--- src/rtl/lora_rx_chirp_demod.sv ---
// ---------------------------------------------------------------------------
// lora_rx_chirp_demod
//   Receive-side chirp demodulator. It takes a stream of instantaneous-frequency
//   samples, measures the sample-to-sample frequency step and finds the single
//   wrap discontinuity inside each symbol. The symbol value is N - wrap_index.
//   Results go to the downstream decoder over a valid/ready handshake.
//
// Ports
//   clk, rst           : clock, asynchronous active-high reset
//   start              : one-cycle pulse; latches configuration, (re)starts alignment
//   sf, chirpType      : spreading factor (clamped to SF_MIN..SF_MAX), up/down chirp
//   BW_SR              : positive frequency wrap limit
//   phaseInc_val       : nominal per-sample step (latched, not used by detection)
//   freq_in/freq_valid : signed frequency sample and its qualifier
//   sym_out/sym_valid/sym_ready/sym_err : symbol result handshake, error flag
//   overflow           : sticky; a result overwrote an unaccepted one
//   busy               : high while in RUN
// ---------------------------------------------------------------------------
`ifndef CHIRP_TYPE_SIZE
`define CHIRP_TYPE_SIZE 1
`endif
`ifndef TYPE_UPCHIRP
`define TYPE_UPCHIRP 1'b0
`endif
`ifndef TYPE_DOWNCHIRP
`define TYPE_DOWNCHIRP 1'b1
`endif

module lora_rx_chirp_demod #(
    parameter int PRECISION = 16,
    parameter int SF_MAX    = 12,
    parameter int SF_MIN    = 6
) (
    input  logic                        clk,
    input  logic                        rst,
    input  logic                        start,
    input  logic [3:0]                  sf,
    input  logic [`CHIRP_TYPE_SIZE-1:0] chirpType,
    input  logic [PRECISION-1:0]        BW_SR,
    input  logic [PRECISION-1:0]        phaseInc_val,
    input  logic signed [PRECISION-1:0] freq_in,
    input  logic                        freq_valid,
    output logic [SF_MAX-1:0]           sym_out,
    output logic                        sym_valid,
    input  logic                        sym_ready,
    output logic                        sym_err,
    output logic                        overflow,
    output logic                        busy
);

    typedef enum logic [0:0] {ST_IDLE = 1'b0, ST_RUN = 1'b1} state_t;

    localparam logic [3:0]        SF_MIN_4 = 4'(SF_MIN);
    localparam logic [3:0]        SF_MAX_4 = 4'(SF_MAX);
    localparam logic [SF_MAX-1:0] CNT_ZERO = {SF_MAX{1'b0}};
    localparam logic [SF_MAX-1:0] CNT_ONE  = {{(SF_MAX-1){1'b0}}, 1'b1};

    state_t                        state_r, state_next_s;
    logic [SF_MAX-1:0]             mask_r, counter_r, wrap_idx_r;
    logic [`CHIRP_TYPE_SIZE-1:0]   chirp_r;
    logic [PRECISION-1:0]          bw_r, phase_inc_r;
    logic signed [PRECISION-1:0]   prev_r;
    logic                          first_r, seen_r, err_r;
    logic [SF_MAX-1:0]             sym_out_r;
    logic                          sym_valid_r, sym_err_r, overflow_r, busy_r;

    logic [3:0]                    sf_eff_s;
    logic [SF_MAX-1:0]             mask_s, idx_next_s, sym_calc_s;
    logic signed [PRECISION:0]     diff_s, limit_s;
    logic                          accept_s, last_s, wrap_raw_s, wrap_now_s;
    logic                          seen_next_s, err_next_s, complete_s;
    logic                          unused_cfg_s;

    // The nominal step is kept with the configuration but detection only needs BW_SR.
    assign unused_cfg_s = ^phase_inc_r;

    // Clamp the requested spreading factor and derive the counter mask N-1.
    always_comb begin
        if (sf < SF_MIN_4) begin
            sf_eff_s = SF_MIN_4;
        end else if (sf > SF_MAX_4) begin
            sf_eff_s = SF_MAX_4;
        end else begin
            sf_eff_s = sf;
        end
        mask_s = {SF_MAX{1'b1}} >> (SF_MAX_4 - sf_eff_s);
    end

    // Next-state logic: start moves to RUN, RUN is left only by reset.
    always_comb begin
        state_next_s = state_r;
        case (state_r)
            ST_IDLE: begin
                if (start) begin
                    state_next_s = ST_RUN;
                end else begin
                    state_next_s = ST_IDLE;
                end
            end
            ST_RUN:  state_next_s = ST_RUN;
            default: state_next_s = ST_IDLE;
        endcase
    end

    // Per-sample wrap detection and the symbol value it implies.
    always_comb begin
        accept_s = (state_r == ST_RUN) && freq_valid && !start;
        last_s   = (counter_r == mask_r);
        // One extra bit keeps the difference of two full-range samples exact.
        diff_s   = {freq_in[PRECISION-1], freq_in} - {prev_r[PRECISION-1], prev_r};
        limit_s  = {1'b0, bw_r};
        if (chirp_r == `TYPE_UPCHIRP) begin
            wrap_raw_s = (diff_s < -limit_s);
        end else begin
            wrap_raw_s = (diff_s > limit_s);
        end
        // The step into a new symbol (and the first step after start) is never a wrap.
        wrap_now_s  = accept_s && wrap_raw_s && !first_r && (counter_r != CNT_ZERO);
        seen_next_s = seen_r || wrap_now_s;
        err_next_s  = err_r || (wrap_now_s && seen_r);
        if (seen_r) begin
            idx_next_s = wrap_idx_r;
        end else begin
            idx_next_s = counter_r;
        end
        if (seen_next_s) begin
            sym_calc_s = (mask_r - idx_next_s + CNT_ONE) & mask_r;
        end else begin
            sym_calc_s = CNT_ZERO;
        end
        complete_s = accept_s && last_s;
    end

    // State, configuration, datapath and output-handshake registers.
    always_ff @(posedge clk or posedge rst) begin
        if (rst) begin
            state_r     <= ST_IDLE;
            mask_r      <= CNT_ZERO;
            counter_r   <= CNT_ZERO;
            wrap_idx_r  <= CNT_ZERO;
            chirp_r     <= {`CHIRP_TYPE_SIZE{1'b0}};
            bw_r        <= {PRECISION{1'b0}};
            phase_inc_r <= {PRECISION{1'b0}};
            prev_r      <= {PRECISION{1'b0}};
            first_r     <= 1'b0;
            seen_r      <= 1'b0;
            err_r       <= 1'b0;
            sym_out_r   <= CNT_ZERO;
            sym_valid_r <= 1'b0;
            sym_err_r   <= 1'b0;
            overflow_r  <= 1'b0;
            busy_r      <= 1'b0;
        end else begin
            state_r <= state_next_s;
            busy_r  <= (state_next_s == ST_RUN);
            if (start) begin
                mask_r      <= mask_s;
                chirp_r     <= chirpType;
                bw_r        <= BW_SR;
                phase_inc_r <= phaseInc_val;
                first_r     <= 1'b1;
                overflow_r  <= 1'b0;
                counter_r   <= CNT_ZERO;
                seen_r      <= 1'b0;
                err_r       <= 1'b0;
                wrap_idx_r  <= CNT_ZERO;
            end else if (accept_s) begin
                prev_r    <= freq_in;
                first_r   <= 1'b0;
                counter_r <= (counter_r + CNT_ONE) & mask_r;
                if (last_s) begin
                    seen_r     <= 1'b0;
                    err_r      <= 1'b0;
                    wrap_idx_r <= CNT_ZERO;
                end else begin
                    seen_r     <= seen_next_s;
                    err_r      <= err_next_s;
                    wrap_idx_r <= idx_next_s;
                end
            end
            // A new result wins over a pending one; losing an unaccepted result is flagged.
            if (complete_s) begin
                sym_out_r   <= sym_calc_s;
                sym_err_r   <= err_next_s;
                sym_valid_r <= 1'b1;
                if (sym_valid_r && !sym_ready) begin
                    overflow_r <= 1'b1;
                end
            end else if (sym_valid_r && sym_ready) begin
                sym_valid_r <= 1'b0;
            end
        end
    end

    assign sym_out   = sym_out_r;
    assign sym_valid = sym_valid_r;
    assign sym_err   = sym_err_r;
    assign overflow  = overflow_r;
    assign busy      = busy_r;

endmodule

--- config.mk ---
export PLATFORM = sky130hd
export DESIGN_NAME = lora_rx_chirp_demod
export DESIGN_NICKNAME = d
export VERILOG_FILES = /design/src/rtl/lora_rx_chirp_demod.sv
export SDC_FILE = /design/constraint.sdc
export NUM_CORES = 1
export LEC_CHECK = 0
export CAP_MARGIN = 20
export CORE_MARGIN = 1
export CORE_UTILIZATION = 52
export DETAILED_ROUTE_END_ITERATION = 8
export MAX_ROUTING_LAYER = met4
export PLACE_DENSITY = 0.82
export SLEW_MARGIN = 20
export SYNTH_ARGS = -nofsm -noshare
export SYNTH_HDL_FRONTEND = slang
export SYNTH_SLANG_ARGS = --single-unit
--- constraint.sdc ---
create_clock -name clk -period 3.5 [get_ports clk]
set_clock_uncertainty 0.05 [all_clocks]
set_input_delay 0.525 -clock clk [delete_from_list [all_inputs] [get_ports clk]]
set_output_delay 0.525 -clock clk [all_outputs]
set_load 0.005 [all_outputs]
# After elaboration in Yosys (flattened, before gate mapping)
# Index checks and enable logic that the tools add are counted.
# word_totals
out_inout_bits,16
inputBits,58
elab_cells,73
regBits,88
# classes
order_cmp,4
bitwise_logic,4
n_mux,25
addsub,6
eq_ne,1
reduce_logical,18
shift,1
# op_table
operator,n
12-bit two-way mux,7
"12-bit by 1-bit adder with 12-bit output, second input constant",2
12-bit bitwise AND,2
17-bit greater-than comparator,1
17-bit < comparator,1
16-bit negator with 17-bit output,1
16-bit by 16-bit subtractor with 17-bit output,1
1-bit two-way mux,15
12-bit == test,1
12-bit nonzero test,1
"12-bit by 4-bit >> shifter with 12-bit output, first input constant",1
12-bit subtractor,1
1-bit logical AND,9
4-bit two-way mux,2
"4-bit greater-than comparator, second input constant",1
"4-bit by 3-bit < comparator with 1-bit output, second input constant",1
2-bit nonzero test,2
"4-bit subtractor, first input constant",1
1-bit zero test,3
1-bit logical OR,2
1-bit NOT,2
1-bit case mux with 2 select lines,1
2-bit AND reduction,1

# Depth between registers and ports, before layout
# depth
depth_word,11
ltp_mapped,21

# Worst setup path before layout
# Ideal clock, no wire load.
# synth_timing
path_kind,input -> register
from,input port freq_in[1]
to,register sym_out_r[0] (netlist: sym_out[0])
setup_slack_ns,-0.381
t_arrival_ns,3.712
n_path_buf,1
setup_ns,0.119
t_required_ns,3.331
path_stages,18
path_cell_list,ha_1 -> nor2b_1 -> o31a_1 -> o31a_1 -> a21oi_4 -> a21oi_1 -> o21ai_0 -> nand2b_1 -> a21oi_1 -> xnor2_1 -> ha_1 -> nand3_1 -> nor4_1 -> and3_1 -> a211oi_2 -> a2111oi_4 -> buf_6 -> a21oi_2
# synth_between
elab_chain_len,8
word_cells_on_any_way,9
classes_between,1 x add/sub; 2 x order compare; 2 x mux; 4 x reduce/logical
# synth_lines
element,line,text
start: declaration,41,"input logic signed [PRECISION-1:0] freq_in,"
16-bit by 16-bit subtractor with 17-bit output *,110,"diff_s = {freq_in[PRECISION-1], freq_in} - {prev_r[PRECISION-1], prev_r};"
17-bit < comparator or 17-bit greater-than comparator (tied branches),"113, 115",
1-bit two-way mux *,112,if (chirp_r == `TYPE_UPCHIRP) begin
1-bit logical AND * (3 in a row),118,wrap_now_s = accept_s && wrap_raw_s && !first_r && (counter_r != CNT_ZERO);
1-bit logical OR *,119,seen_next_s = seen_r || wrap_now_s;
12-bit two-way mux *,126,if (seen_next_s) begin
end signal: assignment,183,sym_out_r <= sym_calc_s;
end: declaration,64,logic [SF_MAX-1:0] sym_out_r;
# Every way passes the cells marked *; elsewhere a longest branch is shown, timed or not.
# A chain may end at the register's enable or synchronous reset.

# Worst setup path after layout
# layout_timing
from,register prev_r[1]
to,register sym_out_r[9] (netlist: sym_out[9])
# layout_between
elab_chain_len,8
word_cells_on_any_way,9
classes_between,1 x add/sub; 2 x order compare; 2 x mux; 4 x reduce/logical
# layout_lines
element,line,text
start: declaration,62,logic signed [PRECISION-1:0] prev_r;
start signal: assignment,144,prev_r <= {PRECISION{1'b0}};
start signal: assignment,168,prev_r <= freq_in;
16-bit by 16-bit subtractor with 17-bit output *,110,
17-bit < comparator or 17-bit greater-than comparator (tied branches),"113, 115",
1-bit two-way mux *,112,
1-bit logical AND * (3 in a row),118,
1-bit logical OR *,119,
12-bit two-way mux *,126,
# Marks and branches as above.

==> impl_results.md <==
* Run status: complete, but fails checks
* Violated checks: design-rule violations, negative setup slack
* Clock tree from TritonCTS: done
* Final setup slack of the worst path at -0.509 ns
* Antenna violations before repair at 0
* Share of the cycle needed by the critical path after routing at 115%
* Number of filler cells placed in the layout at 851
* Post-synthesis average cell area at 9.18 sq um
* Post-DRT Antenna Nets at 0
* # hold bufs at CTS at 0
* Number of synthesized register bits at 88
* Ratio of total power to cell area at 443 nW/um^2
* Critical register-to-register path startpoint: prev_r[1]$_DFFE_PP0P_
* Worst min-delay path startpoint: wrap_idx_r[0]$_DFFE_PP0P_
* Nature of the critical path endpoint: register
* Utilization after layout at 69.9%
* Synth Cell Area at 6220 sq um
* Endpoint of the lowest-slack register-to-register path: sym_out[9]$_DFFE_PP0P_
* Gpl congestion at 0.905
* Maximum achievable frequency at 0.249 GHz
* Number of buffers on the longest clock path at 2
* Clock slew at reported path FFs at 0.07 ns
* Die width at 111 um
* Final setup fails at 15
* Biggest area consumer among synthesized cells: sky130_fd_sc_hd__dfrtp_1
* Detailed-router iteration count before antenna repair at 9
* Setup Crit Path Kind: register to register
* Final hold violation count at 0
* Drc violations at 10
* Unique cell type count in the Yosys netlist at 61
* Fraction of the yosys area taken by sequential cells at 35.4%
* Critical path launch point type: register
* Buffer cell driving the clock tree root: sky130_fd_sc_hd__clkbuf_16
* Share of the synthesized area in the top cell type at 35.4%
* Post-Place Cells at 911
* First-pass GRT wire length at 27.3 mm
* Maximum fanout count along the critical path at 6
* H-tree levels at 3
* Die outline area at 12400 sq um
* Core region area at 11500 sq um
* Min Clock Period, post-route at 4.01 ns
* Global route overflow at 0
* Register-to-register setup slack at -0.51 ns
* Number of buffers created by CTS at 9
* Leakage power total at 3.50 nW
* # port buffers at 57
* Worst ir drop on vdd at 0.244 mV
* Number of pins with negative max-slew slack in the final report at 0
* Non-filler instance count after layout at 942
* YS warnings at 0
* Number of global-route vias before repair at 5609
* Cell Area, Placed at 7390 sq um
* Post-layout net count at 923
* Syn_nets at 807
* FF-to-FF path depth at 19
* HP Class: register to register
* Dominant synthesized flop cell: sky130_fd_sc_hd__dfrtp_1
* Number of clock sinks at 88
* Share of synthesized flip-flops with an asynchronous set or reset at 100%
* Transition time at the pin with the least slew margin at 0.657 ns
* Proportion of layout cells with a drive suffix above 1 at 21.7%
* Placed wire-length estimate after detailed placement at 12.0 mm
* Row count at 39
* Hold Path Depth at 2
* Drt wl/cell at 17.8 um
* Combined area of the multi-input logic cells at 4030 sq um
* Total via count in the routed design at 5486
* Maximum number of pins on one net before global-route repair at 66
* Worst Setup Slack post-DPL at -1.19 ns
* Register cell area after layout at 2200 sq um
* Area of all placed cells without fillers at 8050 sq um
* Setup repair after global routing missed its margin: yes
* Die height at 111 um
* Latest clock arrival within the worst-skew pair at 0.35 ns
* Initial core utilization at 54.0%
* Sum of routed wire length over all layers at 16.8 mm
* Maxcap violations at 0
* Antenna cells at 0
* Post-synth EDFFs at 0
* Total global routing track utilization at 28.6%
* 1st-iter DRT viols at 321
* Worst slew slack as a fraction of its limit at 56.2%
* Area growth from synthesis to final layout at 29.4%
* Number of primary I/O pins at 74
* Main area contributors after synthesis: sky130_fd_sc_hd__dfrtp_1 (35%), sky130_fd_sc_hd__ha_1 (14%), sky130_fd_sc_hd__xnor2_1 (5.3%), sky130_fd_sc_hd__o21ai_0 (5.1%), sky130_fd_sc_hd__nand2_1 (4.3%)
* Endpoint arrival time on the critical path at 4.20 ns
* Post-Syn Instances at 678
* Worst min-delay path endpoint: wrap_idx_r[0]$_DFFE_PP0P_
* CP required at 3.69 ns
* Number of vias per cell at 5.82
==> repair_timing <==
| action | 4_1_cts | 5_1_grt |
|---|---|---|
| buffers inserted | 9 | 8 |
| cloned | 1 | 0 |
| resized for setup | 33 | 23 |
| pin swaps | 28 | 15 |
| endpoints found under the setup margin | 15 | 15 |
==> cells in the mapped netlist, drive strengths merged (2+ instances only) <==
cell type	count
nor2b	11
nand4b	8
a21boi	2
a21oi	48
nand4	11
ha	69
nand2b	7
inv	50
nand2	72
mux2	6
and2	2
nand3	18
mux2i	11
o21ai	63
buf	4
or2	7
nor2	34
a22o	3
a31oi	6
o22ai	4
a21o	10
fa	2
o21a	7
o21bai	3
or3	3
and3	11
a211oi	5
xor2	12
o31a	2
nor3	9
xnor2	38
nor3b	2
clkbuf	20
o211ai	4
nor4	8
a2111oi	3
dfrtp	88
==> layout make-up <==
type | instances | area share, %
inverter | 50 | 2.50
timing repair buffer | 129 | 14.0
multi-input combinational | 516 | 50.0
sequential | 88 | 27.4
clock buffer | 9 | 2.80
clock inverter | 7 | 1.09
tap | 143 | 2.22
==> how the worst max path moves through the flow <==
stage / depth (start not counted) / start / to
after CTS: 19 / prev_r[1]$_DFFE_PP0P_ / sym_out[2]$_DFFE_PP0P_
final: 19 / prev_r[1]$_DFFE_PP0P_ / sym_out[9]$_DFFE_PP0P_
after global routing: 21 / prev_r[1]$_DFFE_PP0P_ / sym_out[9]$_DFFE_PP0P_
after global placement: 18 / freq_in[1] / sym_out[11]$_DFFE_PP0P_
after detailed placement: 18 / freq_in[1] / sym_out[10]$_DFFE_PP0P_
after floorplan: 17 / freq_in[1] / sym_out[0]$_DFFE_PP0P_
==> worst max-delay path, cell delays in order, from the launching register on <==
cell and delay [ns]:
sky130_fd_sc_hd__dfrtp_1 0.38, sky130_fd_sc_hd__inv_2 0.08, sky130_fd_sc_hd__ha_4 0.20, sky130_fd_sc_hd__nor2b_4 0.12
sky130_fd_sc_hd__o31a_1 0.25, sky130_fd_sc_hd__o31a_1 0.31, sky130_fd_sc_hd__o21a_1 0.22, sky130_fd_sc_hd__nor2_4 0.12
sky130_fd_sc_hd__o21bai_1 0.09, sky130_fd_sc_hd__a21oi_2 0.18, sky130_fd_sc_hd__xnor2_2 0.15, sky130_fd_sc_hd__ha_2 0.31
sky130_fd_sc_hd__o22ai_2 0.16, sky130_fd_sc_hd__maj3_2 0.24, sky130_fd_sc_hd__o21ai_2 0.07, sky130_fd_sc_hd__a21o_1 0.22
sky130_fd_sc_hd__a2111oi_4 0.38, sky130_fd_sc_hd__buf_4 0.19, sky130_fd_sc_hd__clkbuf_16 0.15, sky130_fd_sc_hd__a21oi_2 0.03
==> cell usage in the layout, fill, tap and decap left out, types with 4 or more instances in the layout <==
cell type                         count
sky130_fd_sc_hd__or2_2                7
sky130_fd_sc_hd__a31oi_1              5
sky130_fd_sc_hd__xnor2_2              4
sky130_fd_sc_hd__nand2_1             72
sky130_fd_sc_hd__nor2b_1             10
sky130_fd_sc_hd__clkbuf_16           10
sky130_fd_sc_hd__nand3_1             16
sky130_fd_sc_hd__a21oi_2             22
sky130_fd_sc_hd__buf_4               68
sky130_fd_sc_hd__nor2_1              29
sky130_fd_sc_hd__inv_1               46
sky130_fd_sc_hd__nand2b_1             7
sky130_fd_sc_hd__xnor2_1             34
sky130_fd_sc_hd__mux2i_1             11
sky130_fd_sc_hd__dlygate4sd2_1        5
sky130_fd_sc_hd__o21a_1               7
sky130_fd_sc_hd__a21oi_1             24
sky130_fd_sc_hd__nand4_1             11
sky130_fd_sc_hd__nor4_1               5
sky130_fd_sc_hd__dfrtp_1             88
sky130_fd_sc_hd__o211ai_1             4
sky130_fd_sc_hd__xor2_1              11
sky130_fd_sc_hd__nand4b_1             7
sky130_fd_sc_hd__a21o_1              10
sky130_fd_sc_hd__o21ai_0             58
sky130_fd_sc_hd__clkdlybuf4s50_1     49
sky130_fd_sc_hd__ha_1                60
sky130_fd_sc_hd__mux2_2               6
sky130_fd_sc_hd__ha_4                 8
sky130_fd_sc_hd__and3_1              11
sky130_fd_sc_hd__nor3_1               9
==> logic make-up after synthesis <==
logic type | synth area share (%)
adder cells (fa/ha/maj) | 14.7
XOR/XNOR | 7.70
buffers and inverters | 4.60
AO/OA/AOI/OAI | 18.1
multiplexers | 2.86
flip-flops | 35.4
AND/OR/NAND/NOR | 16.7
==> metal layers <==
metal / part of all wire [%] / GRT usage [%]
met5: 0 / -
met2: 52 / 50.4
met3: 3.2 / 3.32
met1: 41 / 32.2
met4: 3.8 / 14.3
==> sequential cells by signal, indices dropped and copies added, names as in the netlist <==
name	cells
prev_r	16
chirp_r	1
bw_r	16
seen_r	1
overflow	1
sym_err	1
counter_r	12
first_r	1
mask_r	12
wrap_idx_r	12
busy	1
err_r	1
sym_out	12
sym_valid	1
==> power by group <==
part	internal, W	switching [W]	total (W)
Clock	0.000568	0.000459	0.00103
Combinational	0.000698	0.000715	0.00141
Sequential	0.00107	0.0000540	0.00113
==> per-stage QoR <==
stage               setup TNS (ns)  power, W  hold WS, ns
global route                 -9.71   0.00377        0.453
finish                       -6.68   0.00357        0.438
CTS                          -6.87   0.00348        0.437
floorplan                    -3.85   0.00195        0.400
detailed placement          -17.48   0.00237        0.421
global placement            -15.35   0.00232        0.414
(Power assumes the default switching activity.)
